$ cat src/rtl/memaccess.sv
// memaccess -- data-memory pipeline stage between execute and writeback.
//
// Takes one operation at a time from EX over a valid/stall handshake.
// It runs loads and stores against an external synchronous single-port
// RAM that has one cycle of read latency, and presents a registered
// result to WB over the same handshake. Pass operations (op 00 and 11)
// and stores reach the output one cycle after they are accepted. Loads
// take two cycles: one bubble while the RAM read is in flight, then the
// captured read data.
//
// Ports:
//   clk, rst         clock; synchronous active-low reset
//   v_i, stall_o     EX side handshake (operation valid / hold request to EX)
//   op_i             00 pass, 01 load, 10 store, 11 pass
//   addr_i           word address for load/store
//   data_i           ALU result (pass) or store data
//   wb_i, rd_num_i   register write enable and destination register
//   v_o, stall_i     WB side handshake (output valid / hold request from WB)
//   wb_o, rd_num_o   registered write enable and destination register
//   data_o           registered result
//   mem_addr_o       RAM address (combinational, always addr_i)
//   mem_we_o         RAM write enable (combinational)
//   mem_d_o          RAM write data (combinational, always data_i)
//   mem_q_i          RAM read data, valid one cycle after the address edge
module memaccess #(
  parameter int WORD = 32,
  parameter int ADDR = 16,
  parameter int W_RD = 5
) (
  input  logic            clk,
  input  logic            rst,
  input  logic            v_i,
  output logic            stall_o,
  input  logic [1:0]      op_i,
  input  logic [ADDR-1:0] addr_i,
  input  logic [WORD-1:0] data_i,
  input  logic            wb_i,
  input  logic [W_RD-1:0] rd_num_i,
  output logic            v_o,
  input  logic            stall_i,
  output logic            wb_o,
  output logic [W_RD-1:0] rd_num_o,
  output logic [WORD-1:0] data_o,
  output logic [ADDR-1:0] mem_addr_o,
  output logic            mem_we_o,
  output logic [WORD-1:0] mem_d_o,
  input  logic [WORD-1:0] mem_q_i
);

  localparam logic [1:0] OP_LOAD  = 2'b01;
  localparam logic [1:0] OP_STORE = 2'b10;

  typedef enum logic [0:0] {
    IDLE = 1'b0,
    LOAD = 1'b1
  } state_t;

  state_t          state_reg, state_next;
  logic            v_reg, v_next;
  logic            wb_reg, wb_next;
  logic [W_RD-1:0] rd_reg, rd_next;
  logic [WORD-1:0] data_reg, data_next;
  // Destination fields of an in-flight load. They are held here while
  // the RAM read completes.
  logic            lwb_reg, lwb_next;
  logic [W_RD-1:0] lrd_reg, lrd_next;

  logic hold;
  logic accept;

  // The output register is full and WB will not take it.
  assign hold   = v_reg & stall_i;
  assign accept = rst & (state_reg == IDLE) & v_i & ~hold;

  // During LOAD, v_reg is 0, so hold cannot be asserted. The stall toward
  // EX in LOAD only blocks a new accept while the read is in flight.
  assign stall_o = ~rst | (state_reg == LOAD) | hold;

  assign mem_addr_o = addr_i;
  assign mem_d_o    = data_i;
  assign mem_we_o   = accept & (op_i == OP_STORE);

  assign v_o      = v_reg;
  assign wb_o     = wb_reg;
  assign rd_num_o = rd_reg;
  assign data_o   = data_reg;

  always_comb begin
    state_next = state_reg;
    v_next     = v_reg;
    wb_next    = wb_reg;
    rd_next    = rd_reg;
    data_next  = data_reg;
    lwb_next   = lwb_reg;
    lrd_next   = lrd_reg;

    if (!hold) begin
      case (state_reg)
        IDLE: begin
          if (accept) begin
            if (op_i == OP_LOAD) begin
              // The RAM samples addr_i at this edge. Emit a bubble now
              // and capture mem_q_i on the next edge.
              lwb_next   = wb_i;
              lrd_next   = rd_num_i;
              v_next     = 1'b0;
              state_next = LOAD;
            end else if (op_i == OP_STORE) begin
              v_next    = 1'b1;
              wb_next   = 1'b0;
              rd_next   = rd_num_i;
              data_next = data_i;
            end else begin
              v_next    = 1'b1;
              wb_next   = wb_i;
              rd_next   = rd_num_i;
              data_next = data_i;
            end
          end else begin
            v_next = 1'b0;
          end
        end
        LOAD: begin
          v_next     = 1'b1;
          wb_next    = lwb_reg;
          rd_next    = lrd_reg;
          data_next  = mem_q_i;
          state_next = IDLE;
        end
        default: state_next = IDLE;
      endcase
    end
  end

  always_ff @(posedge clk) begin
    if (!rst) begin
      // Also discards any load in flight, so no late v_o pulse appears.
      state_reg <= IDLE;
      v_reg     <= 1'b0;
      wb_reg    <= 1'b0;
      rd_reg    <= '0;
      data_reg  <= '0;
      lwb_reg   <= 1'b0;
      lrd_reg   <= '0;
    end else begin
      state_reg <= state_next;
      v_reg     <= v_next;
      wb_reg    <= wb_next;
      rd_reg    <= rd_next;
      data_reg  <= data_next;
      lwb_reg   <= lwb_next;
      lrd_reg   <= lrd_next;
    end
  end

endmodule

$ cat config.mk
export PLATFORM = sky130hd
export DESIGN_NAME = memaccess
export DESIGN_NICKNAME = d
export VERILOG_FILES = /design/src/rtl/memaccess.sv
export SDC_FILE = /design/constraint.sdc
export NUM_CORES = 1
export LEC_CHECK = 0
export ABC_AREA = 1
export CAP_MARGIN = 10
export CORE_UTILIZATION = 41
export CTS_CLUSTER_DIAMETER = 50
export CTS_CLUSTER_SIZE = 28
export DETAILED_ROUTE_END_ITERATION = 6
export PLACE_DENSITY = 0.88
export SETUP_SLACK_MARGIN = 0.05
export SLEW_MARGIN = 40
export SYNTH_ARGS = -nofsm -noshare
export SYNTH_HDL_FRONTEND = slang
export SYNTH_SLANG_ARGS = --single-unit
$ cat constraint.sdc
create_clock -name clk -period 2 [get_ports clk]
set_input_delay 0.4 -clock clk [delete_from_list [all_inputs] [get_ports clk]]
set_output_delay 0.4 -clock clk [all_outputs]
set_load 0.02 [all_outputs]
# == Word level (Yosys, flattened, before mapping) ==
# Index checks and enable logic that the tools add are counted.
# classes
mux,16
eq_ne,4
n_reduce_logical,2
bitwise_logic,10
# ops
op,count
32-bit 2-to-1 mux,2
32-bit one-hot mux with 2 select lines,1
5-bit 2-to-1 mux,2
5-bit one-hot mux with 2 select lines,1
1-bit 2-to-1 mux,7
1-bit one-hot mux with 2 select lines,3
1-bit bitwise AND,5
"2-bit inequality test, second input constant",2
4-bit AND reduction,1
1-bit NOT,3
3-bit AND reduction,1
"2-bit by 1-bit == test with 1-bit output, second input constant",1
"2-bit == test, second input constant",1
1-bit bitwise OR,2
# totals
ff_bits,46
inputBits,92
elab_cells,39
output_inout_bits,89

# == Logic depth before layout (Yosys ltp) ==
# logic_depth
depth_word,6
mapped_depth,8
ltp_nobuf,7

# == Least setup slack after synthesis ==
# No wires, ideal clock.
# synth_path
path_kind,input -> output
startpoint,input port stall_i
endpoint,output port stall_o
path_buffers,1
path_stages,3
required_time_ns,1.600
arrival_time_ns,1.057
path_slack_ns,0.543
cell_sequence,nand2_1 > clkbuf_1 > nand3_1
# synth_between
elab_chain_cells,2
# synth_lines
element,line,text
start: declaration,40,"input logic stall_i,"
1-bit bitwise AND,72,assign hold = v_reg & stall_i;
1-bit bitwise OR,77,assign stall_o = ~rst | (state_reg == LOAD) | hold;
end: declaration,33,"output logic stall_o,"
# No other way between the ends.

# == Final worst setup path ==
# layout_path
startpoint,input port data_i[3]
endpoint,output port mem_d_o[3]
# layout_rtl
element,line,text
start: declaration,36,"input logic [WORD-1:0] data_i,"
end: declaration,46,"output logic [WORD-1:0] mem_d_o,"
# No word-level cell between the ends.

==> impl_summary.log <==
[metrics] GR Overflow Total: 0
[metrics] vertical die dimension: 87.1 um
[metrics] biggest area consumer among synthesized cells: dfxtp_1
[metrics] endpoint required time on the critical path: 1600 ps
[metrics] routed wire length: 8.13 mm
[metrics] async set or reset register ratio after synthesis: 0%
[metrics] most instantiated cells after synthesis: 121 x nand2_1, 79 x inv_1, 55 x nor2_1, 50 x buf_4, 46 x dfxtp_1
[metrics] worst setup path class: in -> out
[metrics] clock latency at the later pin of the worst-skew pair: 290 ps
[metrics] count of yosys warnings during synthesis: 0
[metrics] first-pass GRT wire length: 13.3 mm
[metrics] worst clock skew: 2.33 ps
[metrics] critical path's slowest cell: clkdlybuf4s50_1
[metrics] kind of cell adding the most delay to the critical path: buffers and inverters
[metrics] number of nets in the synthesized netlist: 556
[metrics] total clock buffers created by CTS: 5
[metrics] total vias in the final route: 3056
[metrics] weighted congestion reported at the end of routability-driven placement: 0.779
[metrics] sequential element share of the synthesized area: 31.0%
[metrics] peak clock frequency supported by timing: 0.518 GHz
[metrics] depth of the CTS H-tree: 2
[metrics] EDFF count, synth: 0
[metrics] number of cells produced by synthesis: 464
[metrics] final cell utilization of the core: 61.9%
[metrics] TritonCTS clock tree: done
[metrics] detailed router's first-iteration violation count: 107
[metrics] synthesized flop and latch total: 46
[metrics] count of final max-slew check failures: 0
[metrics] Die Outline Area: 7580 sq um
[metrics] layout net count: 646
[metrics] number of violations of the max-capacitance limit: 0
[metrics] cells traversed along the worst timing path: clkdlybuf4s50_1 -> clkdlybuf4s50_1
[metrics] crit path max fanout: 2
[metrics] proportion of layout cells with a drive suffix above 1: 4.50%
[metrics] crit-path max cell delay: 630 ps
[metrics] Detail Placement HPWL: 5.79 mm
[metrics] crit path DAT: 1530 ps
[metrics] number of top-level pins: 181
[metrics] wire length per cell after detailed routing: 12.5 um
[metrics] unrepaired setup endpoints after global routing: false
[metrics] cell at the root of the clock tree: clkbuf_8
[metrics] Horiz. Die Dim: 87.1 um
[metrics] final critical delay including setup and external delays: 1930 ps
[metrics] post-synthesis average cell area: 6.40 sq um
[metrics] number of buffers and inverters on the critical path: 2
[metrics] number of hold violations in the final report: 0
[metrics] Longest Clk Path Bufs: 2
[metrics] flip-flop count of the largest register, all copies and words added: 32
[metrics] top-count cell post-synth: nand2_1
[metrics] endpoints failing setup: 0
[metrics] Cell variety after synth: 16
[metrics] result of the run: finished clean
[metrics] input/output buffers: 148
[metrics] Tightest Pin Transition: 468 ps
[metrics] post-detailed-route DRC marker count: 0
[metrics] number of antenna violations at the first check in global routing: 0
[metrics] final critical-path share of the clock period: 96.5%
[metrics] area share of the largest cell type after synthesis: 31.0%
[metrics] tightest slew margin relative to the limit: 68.8%
[metrics] detailed-routing iteration count for the pre-antenna-repair pass: 4
[metrics] cell area after technology mapping: 2970 sq um
[metrics] sort of element at the end of the critical path: primary output
[metrics] gr usage total: 21.9%
[metrics] CTS Sinks: 46
[metrics] register clock-pin slew on the reported worst setup and hold paths: 80 ps
[metrics] dominant register cell in the synthesized netlist: dfxtp_1
[metrics] total power of the final layout: 2.45 mW
[metrics] most used cell, CP: clkdlybuf4s50_1
[metrics] number of standard-cell rows in the floorplan: 30
[metrics] power per cell area: 574 nW/um^2
[metrics] LEAKAGE: 1.94 nW
[metrics] via count of the first global-routing pass: 2967
[metrics] Via-to-Cell Ratio: 4.69
[metrics] antenna diode count: 0
[metrics] post-route antenna net violation count: 0
[metrics] maximum number of pins on one net before global-route repair: 47
[metrics] Post-CTS Repair Setup Buffers: 0
[metrics] Tightest Hold Check Type: reg -> reg
[metrics] area of the core: 6910 sq um
[metrics] Worst Setup Start Kind: primary input
[metrics] worst vdd ir: 0.304 mV
[metrics] initial standard-cell utilization of the core: 43.0%
[metrics] Area growth syn-to-layout: 44.1%
[metrics] top cells by area, synth: dfxtp_1 31%, nand2_1 15%, buf_4 13%
[metrics] setup TNS after final layout: 0 ps
[cell families after synthesis]
group,synth area share (%)
simple gates,31.0
compound gates,10.6
flops,31.0
buf+inv,27.4
[metal layers]
metal / GRT usage (%) / wire, um / up-vias
met1: 24.0 / 3390 / 1384
li1: - / - / 1551
met5: 0 / 0 / -
met3: 4.45 / 568 / 10
met4: 7.27 / 72 / 0
met2: 41.4 / 4100 / 111
[worst paths after layout]
check                          startpoint                       to  slack [ps]  cells after the start
hold reg to reg   data_o[21]$_SDFFE_PN0P_  data_o[21]$_SDFFE_PN0P_         510                      4
setup reg to reg   state_reg$_SDFFE_PN0N_  data_o[26]$_SDFFE_PN0P_         530                      8
setup / recovery                data_i[3]               mem_d_o[3]          70                      2
hold / removal    data_o[21]$_SDFFE_PN0P_  data_o[21]$_SDFFE_PN0P_         510                      4
[repair_timing]
| action | in CTS | in global routing |
|---|---|---|
| hold buffers | 0 | 0 |
| gates cloned | 0 | 0 |
| gates resized for setup | 2 | 2 |
| setup endpoints to repair | 2 | 1 |
[layout make-up]
cell class / count / area, sq um
Clock buffer: 8 / 110
Fill cell: 626 / 2630
Inverter: 80 / 300
Multi-Input combinational cell: 261 / 1240
Sequential cell: 46 / 921
Tap cell: 96 / 120
Timing Repair Buffer: 160 / 1590
[through the flow]
step                      hold WS, ps  instance area, sq um  cells  setup slack, ps
after detailed placement          496                  4170    643             -173
final                             514                  4280    651             70.7
after CTS                         514                  4280    651             79.2
after global placement            489                  4170    643             -186
after floorplan                   478                  2970    464              543
after global routing              533                  4280    651             56.9
[cell usage in the layout, fill, tap and decap left out]
cell / instances
nand3_1: 2
nand2_1: 121
buf_2: 1
nand3_2: 1
clkbuf_2: 1
o21ai_0: 6
nand4_2: 1
inv_1: 79
clkbuf_8: 8
nor2_1: 55
buf_12: 2
nand4_1: 37
buf_4: 10
dfxtp_1: 46
dlygate4sd2_1: 1
clkdlybuf4s50_1: 145
a21boi_0: 37
o21a_1: 1
inv_2: 1
[power by group]
group          switching (mW)  internal [mW]
clock network           0.304          0.349
logic                   0.390          0.394
registers              0.0335          0.982
total                   0.728           1.73
Note: power is estimated with default switching activity, not from simulation.
